<file path="src/rtl/mux_scan_sequencer_pkg.sv">
`default_nettype none
// ============================================================================
// Module      : mux_scan_sequencer_pkg
// Description : Shared state encodings and channel constants for the scan
//               sequencer.
// Revision    : 1.0 - initial release
// ============================================================================
package mux_scan_sequencer_pkg;

    typedef enum logic [1:0] {
        ST_IDLE   = 2'd0,
        ST_SETTLE = 2'd1,
        ST_SAMPLE = 2'd2,
        ST_HOLD   = 2'd3
    } state_t;

    localparam int         c_num_channels = 4;
    localparam logic [1:0] c_last_channel = 2'd3;

endpackage : mux_scan_sequencer_pkg
`default_nettype wire

</file>
<file path="src/rtl/mux_scan_sequencer_settle_timer.sv">
`default_nettype none
// ============================================================================
// Module      : mux_scan_sequencer_settle_timer
// Description : Loadable count-down timer; done is high while the count is 0.
// Revision    : 1.0 - initial release
// ============================================================================
module mux_scan_sequencer_settle_timer
    import mux_scan_sequencer_pkg::*;
#(
    parameter int SETTLE_CYCLES = 1
) (
    input  logic clk,
    input  logic rst,
    input  logic load,
    input  logic en,
    output logic done
);

    localparam int                CNT_W    = $clog2(SETTLE_CYCLES + 1);
    localparam logic [CNT_W-1:0] c_reload = CNT_W'(SETTLE_CYCLES - 1);

    logic [CNT_W-1:0] r_cnt;

    // The count saturates at zero so an idle enable can never wrap it.
    always_ff @(posedge clk) begin
        if (rst) begin
            r_cnt <= '0;
        end else if (load) begin
            r_cnt <= c_reload;
        end else if (en && (r_cnt != '0)) begin
            r_cnt <= r_cnt - 1'b1;
        end
    end

    assign done = (r_cnt == '0);

endmodule : mux_scan_sequencer_settle_timer
`default_nettype wire

</file>
<file path="src/rtl/mux_scan_sequencer.sv">
`default_nettype none
// ============================================================================
// Module      : mux_scan_sequencer
// Description : Steps a 4:1 mux through its channels, samples each after a
//               settle interval and presents the 4-bit word over valid/ready.
// Revision    : 1.0 - initial release
// ============================================================================
module mux_scan_sequencer
    import mux_scan_sequencer_pkg::*;
#(
    parameter int SETTLE_CYCLES = 1
) (
    input  logic                      clk,
    input  logic                      reset,
    input  logic                      start,
    input  logic                      continuous,
    input  logic                      mux_out,
    output logic                      addr0,
    output logic                      addr1,
    output logic                      sample_strb,
    output logic [c_num_channels-1:0] word,
    output logic                      word_valid,
    input  logic                      word_ready,
    output logic                      busy
);

    state_t                    r_state;
    state_t                    w_state_nxt;
    logic [1:0]                r_addr;
    logic [c_num_channels-1:0] r_word;
    logic                      r_valid;

    logic w_timer_load;
    logic w_timer_en;
    logic w_timer_done;
    logic w_capture;
    logic w_addr_inc;
    logic w_valid_set;
    logic w_release;

    mux_scan_sequencer_settle_timer #(
        .SETTLE_CYCLES (SETTLE_CYCLES)
    ) u_settle_timer (
        .clk  (clk),
        .rst  (reset),
        .load (w_timer_load),
        .en   (w_timer_en),
        .done (w_timer_done)
    );

    always_comb begin
        w_state_nxt  = r_state;
        w_timer_load = 1'b0;
        w_timer_en   = 1'b0;
        w_capture    = 1'b0;
        w_addr_inc   = 1'b0;
        w_valid_set  = 1'b0;
        w_release    = 1'b0;

        case (r_state)
            ST_IDLE: begin
                if (start) begin
                    w_state_nxt  = ST_SETTLE;
                    w_timer_load = 1'b1;
                end
            end
            ST_SETTLE: begin
                if (w_timer_done) begin
                    w_state_nxt = ST_SAMPLE;
                end else begin
                    w_timer_en = 1'b1;
                end
            end
            ST_SAMPLE: begin
                w_capture = 1'b1;
                if (r_addr == c_last_channel) begin
                    w_state_nxt = ST_HOLD;
                    w_valid_set = 1'b1;
                end else begin
                    w_state_nxt  = ST_SETTLE;
                    w_addr_inc   = 1'b1;
                    w_timer_load = 1'b1;
                end
            end
            ST_HOLD: begin
                // The word stays frozen until the consumer accepts it.
                if (word_ready) begin
                    w_release = 1'b1;
                    if (continuous) begin
                        w_state_nxt  = ST_SETTLE;
                        w_timer_load = 1'b1;
                    end else begin
                        w_state_nxt = ST_IDLE;
                    end
                end
            end
            default: begin
                w_state_nxt = ST_IDLE;
            end
        endcase
    end

    always_ff @(posedge clk) begin
        if (reset) begin
            r_state <= ST_IDLE;
            r_addr  <= 2'd0;
            r_word  <= '0;
            r_valid <= 1'b0;
        end else begin
            r_state <= w_state_nxt;

            if (w_addr_inc) begin
                r_addr <= r_addr + 2'd1;
            end else if (w_release) begin
                r_addr <= 2'd0;
            end

            if (w_capture) begin
                r_word[r_addr] <= mux_out;
            end

            if (w_valid_set) begin
                r_valid <= 1'b1;
            end else if (w_release) begin
                r_valid <= 1'b0;
            end
        end
    end

    assign addr0       = r_addr[0];
    assign addr1       = r_addr[1];
    assign word        = r_word;
    assign word_valid  = r_valid;
    assign sample_strb = (r_state == ST_SAMPLE);
    assign busy        = (r_state != ST_IDLE);

endmodule : mux_scan_sequencer
`default_nettype wire

</file>
<file path="config.mk">
export PLATFORM = sky130hd
export DESIGN_NAME = mux_scan_sequencer
export DESIGN_NICKNAME = d
export VERILOG_FILES = /design/src/rtl/mux_scan_sequencer_pkg.sv /design/src/rtl/mux_scan_sequencer_settle_timer.sv /design/src/rtl/mux_scan_sequencer.sv
export SDC_FILE = /design/constraint.sdc
export NUM_CORES = 1
export LEC_CHECK = 0
export CORE_AREA = 2 2 39 41
export CTS_BUF_LIST = sky130_fd_sc_hd__clkbuf_2
export CTS_CLUSTER_DIAMETER = 100
export DETAILED_ROUTE_END_ITERATION = 7
export DIE_AREA = 0 0 41 43
export PLACE_DENSITY = 0.74
export SLEW_MARGIN = 0
export SYNTH_ARGS = -nofsm -noshare
export SYNTH_HDL_FRONTEND = slang
export SYNTH_SLANG_ARGS = --single-unit
export TNS_END_PERCENT = 10
</file>
<file path="constraint.sdc">
create_clock -name clk -period 1.4 [get_ports clk]
set_input_delay 0.35 -clock clk [delete_from_list [all_inputs] [get_ports clk]]
set_output_delay 0.35 -clock clk [all_outputs]
set_load 0.005 [all_outputs]
</file>
==> metrics.md, run 1 <==
| Metric | Value |
|---|---|
| Mean Syn Cell Area | 9.03 µm² |
| DRC | 0 |
| # IOs | 15 |
| Critical path origin | r_state[0] |
| Input/output buffers | 14 |
| DR iter-0 viols | 9 |
| Normalized max-slew margin | 0.801 |
| Final Cycle Share | 0.942 |
| Die H | 43 µm |
| Initial antenna violation count | 0 |
| Synthesis-to-finish area growth | 40.1% |
| Initial Utilization | 0.385 |
| Die X | 41 µm |
| CTS tree | built |
| Gate Count Post-Synth | 59 |
| Worst reg-to-reg path cell count | 4 |
| Final core occ | 0.540 |
| Post-synth cell types | 24 |
| Gr busiest metal | met1 |
| Vias post-DR | 500 |
| Number of global-route vias before repair | 480 |
| Core Footprint | roughly 1400 µm² |
| FF-to-FF Start | r_state[1] |
| GR met3 Demand/Resource | 0.0471 |
| Synth Warn # | 0 |
| Critical path startpoint category | flop |
| Worst vdd ir | 0.515 mV |
| Row count | 14 |
| Final nets | 92 |
| Post-route ant nets | 0 |
| Total grt overflow | 0 |
| Kind of critical path | flop to output pin |
| Worst r2r dst | u_settle_timer.r_cnt |
| CTS Buf Count | 3 |
| Vias per cell | 5.21 |
| Sinks on Clock Net | 10 |
| Fmax | 759 MHz |
| Max_cap viols | 0 |
| Crit end category | output pin |
| Unrepaired setup endpoints after global routing | no |
| Worst-margin pin slew | 0.294 ns |
| Hold_sp | word[2] |
| Cell leakage power | between 0.3 and 0.4 nW |
| Worst path arrival time | 0.97 ns |
| Worst Hold End | word[2] |
| Gr usage total | 0.173 |
| Clk buf depth | 2 |
| Drt first pass iters | 4 |
| M2 GR Usage | 0.225 |
| Clock Skew | 0.00937 ns |
| Place WS | -0.0178 ns |
| Post-CTS Setup Inserts | 0 |
| WL per Instance | approximately 13 µm |
| DRT Wirelength | ~1200 µm |
| PwrDens | about 740 nW/µm² |
| Clock slew at reported path FFs | 0.09 ns |
| R2r setup slk | 0.19 ns |
| Post-synth top area share | 0.376 |
| Met1 usage | 0.227 |
| Setup Viol. Count Final | 0 |
| Fin worst setup slack | 0.0819 ns |
| Area contributors post-synth | dfxtp_1, ha_1, mux2i_1 |
| ANT cells | 0 |
| Commonest cells after routing, fill and taps aside | dlygate4sd2_1, nor2_1, buf_4 |
| Slew Limit Fails | 0 |
| Die ar. | about 1800 µm² |
| CTS H-Tree Depth | 1 |
| Worst hold-check path type | flop to flop |
| Sequential element share of the synthesized area | 0.376 |
| Status | finished clean |
| Yosys top cell by area | dfxtp_1 |
| Hpwl dp | 908 µm |
| Mapped cell area | ~530 µm² |
| Final min period | 1.32 ns |
| GP Congestion | 0.791 |
| Commonest non-fill, non-tap cell in the layout | dlygate4sd2_1 |
| Min-Delay Path Depth | 2 |
| Max Fanout on Critical Path | 4 |
| CTS root buf | clkbuf_2 |
| Hold WS | 0.486 ns |
| Worst Path Required | 1.05 ns |
| Layout cells sized above 1 | 0.238 |
| Global-route wire length before repair | 1980 µm |
| Final hold violation count | 0 |
| Largest net degree at the start of global routing | 13 |
| #FFs+latches synth | 10 |
| Post-synthesis net count | 69 |
| Worst skew pair latency | 0.25 ns |
-- cell usage after synthesis, drive strengths merged --
cell	number
nor2b	1
nand2	2
or3	2
a2bb2oi	1
mux2i	5
a21oi	4
nor4b	2
nor2	7
o21ai	4
a211oi	1
dfxtp	10
buf	3
and4b	1
a31oi	1
nand4	1
nand3b	4
ha	4
inv	4
a32oi	1
and2b	1
-- metal layers --
metal  routed length [µm]  share of wire
met3                   45          0.037
met2                  559           0.46
met4                   34          0.028
met5                    0              0
met1                  565           0.47
-- per-stage QoR --
step	TNS [ns]	cells	total power, mW	cell area (µm²)
global route	0	96	0.582	747
detailed placement	-0.0246	93	0.413	729
floorplan	0	59	0.355	533
CTS	0	96	0.557	747
global placement	0	93	0.410	729
finish	0	96	0.550	747
-- critical path: stages, from the launching register on --
cell and delay, ns:
dfxtp_2 0.34, inv_1 0.06, nand2_1 0.05, dlygate4sd2_1 0.26
-- registers in the layout, indices dropped and copies added, names as in the netlist --
register / count
word: 4
r_state: 2
u_settle_timer.r_cnt: 1
word_valid: 1
r_addr: 2
-- logic make-up after synthesis --
kind of cell               synth area share
adders and majority gates            0.0939
AOI/OAI and AO/OA                     0.134
buffers and inverters                0.0587
muxes                                0.0939
DFF                                   0.376
and+or+nand+nor                       0.244
-- worst max-delay path by stage --
stage	end	slack, ns
final	busy	0.08
after CTS	busy	0.04
after floorplan	r_addr[1]	0.23
after detailed placement	u_settle_timer.r_cnt	-0.02
after global routing	sample_strb	0.0006
after global placement	u_settle_timer.r_cnt	0.04
-- repair_timing --
action	CTS	global route
endpoints found under the setup margin	9	2
gates resized for setup	18	1
pin swaps	0	0
hold buffers	0	0
-- power breakdown --
part / internal [mW] / leakage [nW] / switching, mW / total, mW
clock: 0.0584 / 0.0125 / 0.0911 / 0.150
sequential: 0.290 / 0.0848 / 0.00653 / 0.297
combinational: 0.0566 / 0.263 / 0.0473 / 0.104
-- layout make-up --
class	count	area [µm²]
clock buffers	3	15.0
flip-flops and latches	10	214
well taps	16	20.0
inverters	4	15.0
fillers	139	637
repair buffers	21	181
multi-input cells	42	302
(Power assumes the default switching activity.)
==> run 2, diff against run 1 <==
Settings changed: GPL_TIMING_DRIVEN set to 0, PLACE_DENSITY 0.74 to unset, PLACE_DENSITY_LB_ADDON set to 0.1.
==> run 2 against run 1 <==
Final area is 3.2% higher. Power up 5.4%. Largest cell class unchanged. Combinational power rose by 9%.
==> metrics.md, run 2 (synthesized netlist as in run 1, its figures left out) <==
| Metric | Value |
|---|---|
| CTS H-Tree Depth | 1 (unchanged) |
| CTS Buf Count | 3 (unchanged) |
| Post-route cell area | 771 µm² (+3.2%) |
| Critical path startpoint category | flop |
| Worst hold-check path type | input pin to flop |
| Fmax | 728 MHz (-4.0%) |
| Max_cap viols | 0 (unchanged) |
| Post-route ant nets | 0 (unchanged) |
| Post-Place Cell Area | 683 µm² (-6.3%) |
| Hold WS | 0.475 ns (-0.0109 ns) |
| Cts hold-fix bufs | 0 (unchanged) |
| Normalized max-slew margin | 0.692 (-0.109) |
| Hpwl dp | 771 µm (-15%) |
| Combinational group share of total power | 0.195 (+0.006) |
| Slowest CP cell | dfxtp_2 |
| M2 GR Usage | 0.184 (-0.0406) |
| Sinks on Clock Net | 10 (unchanged) |
| Max Fanout on Critical Path | 8 (+4) |
| Die H | 43 µm (unchanged) |
| Worst reg-to-reg path cell count | 4 (unchanged) |
| Die X | 41 µm (unchanged) |
| Drt first pass iters | 4 (unchanged) |
| Clock Skew | 0.000819 ns (-0.00855 ns) |
| Die ar. | 1760 µm² (unchanged) |
| Gr usage total | 0.165 (-0.00839) |
| Final min period | 1.37 ns (+0.0549 ns) |
| Worst-margin pin slew | 0.462 ns (+0.168 ns) |
| Row count | 14 (unchanged) |
| GR met3 Demand/Resource | 0.0785 (+0.0314) |
| Clk buf depth | 2 (unchanged) |
| Commonest non-fill, non-tap cell in the layout | dlygate4sd2_1 |
| Clk network pwr share | 0.289 (+0.017) |
| Global-route wire length before repair | 1910 µm (-3.5%) |
| Clock slew at reported path FFs | 0.10 ns (about the same) |
| CP peak stage delay | 0.35 ns (about the same) |
| Int Pwr | 415 µW (+2.5%) |
| Fin worst setup slack | 0.0270 ns (-0.0549 ns) |
| CTS tree | built |
| Flip-flop count of the largest register after layout | 4 (unchanged) |
| Crit path cell chain | buf_6 > buf_8 > nor2_2 > buf_2 |
| Commonest cells after routing, fill and taps aside | dlygate4sd2_1, nor2_1, dfxtp_2, mux2i_1, buf_4 |
| Met1 usage | 0.242 (+0.0147) |
| Number of global-route vias before repair | 413 (-14%) |
| Total power | 580 µW (+5.4%) |
| Largest net degree at the start of global routing | 11 (-2) |
| Worst vdd ir | 0.461 mV (-11%) |
| Worst Path Required | 1.05 ns (about the same) |
| Min-Delay Path Depth | 2 (unchanged) |
| Crit end category | output pin |
| Layout cells sized above 1 | 0.305 (+0.0674) |
| Kind of critical path | flop to output pin |
| DRT Wirelength | 1200 µm (-0.33%) |
| Synthesis-to-finish area growth | 44.6% |
| Unrepaired setup endpoints after global routing | yes |
| ANT cells | 0 (unchanged) |
| Net Sw Power | 164 µW (+13%) |
| Final Cycle Share | 0.981 (+0.0392) |
| Final nets | 93 (+1.1%) |
| Sequential Power Share | 0.516 (-0.023) |
| Initial Utilization | 0.385 (unchanged) |
| Setup Viol. Count Final | 0 (unchanged) |
| Gr busiest metal | met1 |
| Status | finished clean |
| Initial antenna violation count | 0 (unchanged) |
| Worst path arrival time | 1.02 ns (+0.05 ns) |
| Sw Share | 0.284 (+0.0201) |
| Cell leakage power | 0.367 nW (+2.1%) |
| WL per Instance | 12.2 µm (-2.4%) |
| Total grt overflow | 0 (unchanged) |
| Input/output buffers | 13 (-1) |
| DRC | 0 (unchanged) |
| Core Footprint | 1380 µm² (unchanged) |
| Vias per cell | 5.29 (+1.5%) |
| CTS root buf | clkbuf_2 |
| Worst skew pair latency | 0.26 ns (about the same) |
| PwrDens | 752 nW/µm² (+2.2%) |
| Final hold violation count | 0 (unchanged) |
| Place WS | -0.0236 ns (-0.00578 ns) |
| Vias post-DR | 518 (+3.6%) |
| GP Congestion | 0.775 (-2.0%) |
| DR iter-0 viols | 25 (+16) |
| # IOs | 15 (unchanged) |
| Slew Limit Fails | 0 (unchanged) |
-- run 2: cell types whose count changed in the layout (fill, tap and decap cells not counted), moves of 2 or more --
cell / delta
buf_2: +2
buf_4: -2
dfxtp_1: -2
dlygate4sd2_1: -2
-- run 2: path summary, 6_finish.rpt --
kind / startpoint / end / slack (ns)
max reg2reg: r_addr[0] / r_state[1] / 0.15
max: r_state[0] / sample_strb / 0.03
min reg2reg: word[2] / word[2] / 0.49
min: reset / word[2] / 0.47
-- run 2: repair_timing --
action | in CTS | in global routing
setup endpoints to repair | 9 | 2
pin swaps | 0 | 0
buffers inserted | 1 | 5
resized for setup | 24 | 9
-- run 2: critical path: cells and delay by family (launching register included) --
kind | cells | cell delay (ns)
buffers and inverters | 3 | 0.35
flip-flops | 1 | 0.35
AND/OR/NAND/NOR | 1 | 0.06
-- run 2: area by class of cell --
class / count / area (µm²)
Inverter: 4 / 20.0
Timing Repair Buffer: 19 / 165
Fill cell: 125 / 613
Multi-Input combinational cell: 42 / 304
Tap cell: 16 / 20.0
Sequential cell: 10 / 219
Buffer: 3 / 23.8
Clock inverter: 1 / 3.75
Clock buffer: 3 / 15.0
-- run 2: layer usage --
metal | vias to the layer above | wire [µm] | part of all wire
li1 | 256 | - | -
met1 | 242 | 608 | 0.51
met5 | - | 0 | 0
met2 | 18 | 520 | 0.43
met3 | 2 | 62 | 0.052
met4 | 0 | 9 | 0.0075
-- run 2: power groups by stage --
stage,Clock [mW],Sequential (mW),Combinational (mW)
2_1_floorplan,0,0.305,0.0496
6_report,0.168,0.299,0.113
3_5_place_dp,0,0.306,0.0893
4_1_cts,0.172,0.297,0.0915
5_1_grt,0.197,0.300,0.121
3_3_place_gp,0,0.306,0.0901
-- run 2: through the flow --
step | TNS [ns] | std cells | utilization
floorplan | 0 | 59 | -
finish | 0 | 98 | 0.557
global placement | -0.0390 | 88 | 0.494
global route | -0.0176 | 98 | 0.557
detailed placement | -0.0236 | 88 | 0.494
CTS | -0.102 | 93 | 0.521
==> run 3, diff against run 2 <==
Settings changed: SKIP_LAST_GASP set to 1.
==> run 3 against run 2 <==
Non-clock buffer count down 3. Critical path type unchanged. Combinational power decreased by 18%. Largest cell class unchanged. Worst setup slack worse by 0.077 ns. The flow now finishes with violations (setup timing). Count of clock-buffer cells in the layout stayed put. Final area fell by 4.4%. Register-to-register slack got worse by 0.12 ns. Power down 4.3%. Flip-flop and latch count is the same.
==> metrics.md, run 3 (synthesized netlist as in run 1, its figures left out) <==
| Metric | Value |
|---|---|
| Status | finished, violations left |
| Violations in the final reports | setup timing |
| Post-Place Cell Area | 683 µm² (unchanged) |
| Finished Layout Cells | 95 (-3.1%) |
| Die ar. | 1760 µm² (unchanged) |
| Cell family with most CP delay | buffers and inverters |
| Int Pwr | 400 µW (-3.6%) |
| Final Cycle Share | 1.04 (+0.0549) |
| Crit path cell chain | clkdlybuf4s50_1 |
| Worst vdd ir | 0.451 mV (-2.3%) |
| GP Congestion | 0.775 (unchanged) |
| Fmax | 690 MHz (-5.3%) |
| Clk network pwr share | 0.301 (+0.012) |
| Net Sw Power | 154 µW (-6.1%) |
| DRC | 0 (unchanged) |
| Drt first pass iters | 4 (unchanged) |
| Initial Utilization | 0.385 (unchanged) |
| Clock slew at reported path FFs | 0.10 ns (about the same) |
| ANT cells | 0 (unchanged) |
| Post-route ant nets | 0 (unchanged) |
| Sequential Power Share | 0.531 (+0.015) |
| Global-route wire length before repair | 1890 µm (-1.1%) |
| # IOs | 15 (unchanged) |
| Worst Path Required | 1.05 ns (about the same) |
| Clock Skew | 0.00151 ns (+0.000688 ns) |
| Core Footprint | 1380 µm² (unchanged) |
| Die X | 41 µm (unchanged) |
| CTS Buf Count | 3 (unchanged) |
| Min-Delay Path Depth | 2 (unchanged) |
| Crit path depth | 1 (-3) |
| Kind of critical path | flop to output pin |
| Cell leakage power | 0.336 nW (-8.5%) |
| Fin worst setup slack | -0.0499 ns (-0.0769 ns) |
| CP peak stage delay | 0.49 ns (+0.14 ns) |
| Max Fanout on Critical Path | 3 (-5) |
| Crit end category | output pin |
| Largest net degree at the start of global routing | 11 (unchanged) |
| CTS H-Tree Depth | 1 (unchanged) |
| Final hold violation count | 0 (unchanged) |
| Hpwl dp | 771 µm (unchanged) |
| Vias post-DR | 484 (-6.6%) |
| PwrDens | 753 nW/µm² (about the same) |
| Critical path startpoint category | flop |
| Worst-margin pin slew | 0.451 ns (-0.0112 ns) |
| WL per Instance | 11.5 µm (-6.5%) |
| Combinational group share of total power | 0.168 (-0.027) |
| Layout cells sized above 1 | 0.203 (-0.102) |
| Row count | 14 (unchanged) |
| Area of the multi-input gates | 302 µm² (-0.82%) |
| Fillcell total | 124 (-0.80%) |
| TNS Setup | -0.281 ns (-0.281 ns) |
| Cells after DPL | 88 (unchanged) |
| Gr usage total | 0.163 (-0.00201) |
| Flip-flop count of the largest register after layout | 4 (unchanged) |
| CTS tree | built |
| DR iter-0 viols | 14 (-44%) |
| CP bufs+invs | 1 (-2) |
| Vias per cell | 5.09 (-3.6%) |
| Setup Viol. Count Final | 7 (+7) |
| Commonest non-fill, non-tap cell in the layout | clkdlybuf4s50_1 |
| Synthesis-to-finish area growth | 38.3% |
| DRT Wirelength | 1090 µm (-9.3%) |
| Sequential cell area | 213 µm² (-2.9%) |
| Sw Share | 0.278 (-0.00518) |
| Slowest CP cell | clkdlybuf4s50_1 |
| Clk buf depth | 2 (unchanged) |
| Die H | 43 µm (unchanged) |
| Post-route cell area | 737 µm² (-4.4%) |
| Number of global-route vias before repair | 418 (+1.2%) |
| Final min period | 1.45 ns (+0.0769 ns) |
| Sinks on Clock Net | 10 (unchanged) |
| Place WS | -0.0236 ns (unchanged) |
| Input/output buffers | 13 (unchanged) |
| Hold WS | 0.470 ns (-0.00442 ns) |
| Worst path arrival time | 1.10 ns (+0.08 ns) |
| Slew Limit Fails | 0 (unchanged) |
| Commonest cells after routing, fill and taps aside | clkdlybuf4s50_1, nor2_1, mux2i_1 |
| Worst reg-to-reg path cell count | 5 (+1) |
| Final nets | 90 (-3.2%) |
| Worst skew pair latency | 0.26 ns (about the same) |
| CTS root buf | clkbuf_2 |
| Unrepaired setup endpoints after global routing | yes |
| Max_cap viols | 0 (unchanged) |
| Total grt overflow | 0 (unchanged) |
| Worst hold-check path type | input pin to flop |
| Initial antenna violation count | 0 (unchanged) |
| Normalized max-slew margin | 0.700 (+0.00749) |
run 3: metal layers:
metal	up-vias	GRT usage	routed length (µm)
met1	217	0.229	566
met3	5	0.0785	53
met5	-	0	0
met2	13	0.191	447
met4	0	0.100	21
li1	249	-	-
run 3: final cells by class:
type | instances | share of cell area
sequential | 10 | 0.289
inverter | 4 | 0.0204
timing repair buffer | 17 | 0.217
clock inverter | 1 | 0.00509
multi-input combinational | 42 | 0.409
buffer | 2 | 0.0119
tap | 16 | 0.0272
clock buffer | 3 | 0.0204
run 3: final timing paths:
path	from	to	slack, ns
worst max-delay path	word_valid	word_valid	-0.05
worst min-delay path	reset	word[2]	0.47
worst max register to register	r_addr[0]	r_state[1]	0.03
worst min register to register	word[3]	word[3]	0.50
run 3: power groups by stage:
stage,clock network [mW],logic (mW),registers [mW]
2_1_floorplan,0,0.0496,0.305
3_3_place_gp,0,0.0901,0.306
3_5_place_dp,0,0.0893,0.306
4_1_cts,0.172,0.0911,0.300
5_1_grt,0.197,0.104,0.296
6_report,0.167,0.0931,0.295
run 3: repair_timing:
action | in CTS | in global routing
hold buffers | 0 | 0
endpoints found under the setup margin | 9 | 9
gates cloned | 0 | 0
setup buffers | 1 | 3
resized for setup | 7 | 5
hold endpoints to repair | 0 | 0
run 3: per-stage QoR:
stage | util | power [mW]
3_3_place_gp | 0.494 | 0.396
2_1_floorplan | - | 0.355
5_1_grt | 0.533 | 0.597
6_report | 0.533 | 0.555
4_1_cts | 0.514 | 0.563
3_5_place_dp | 0.494 | 0.396
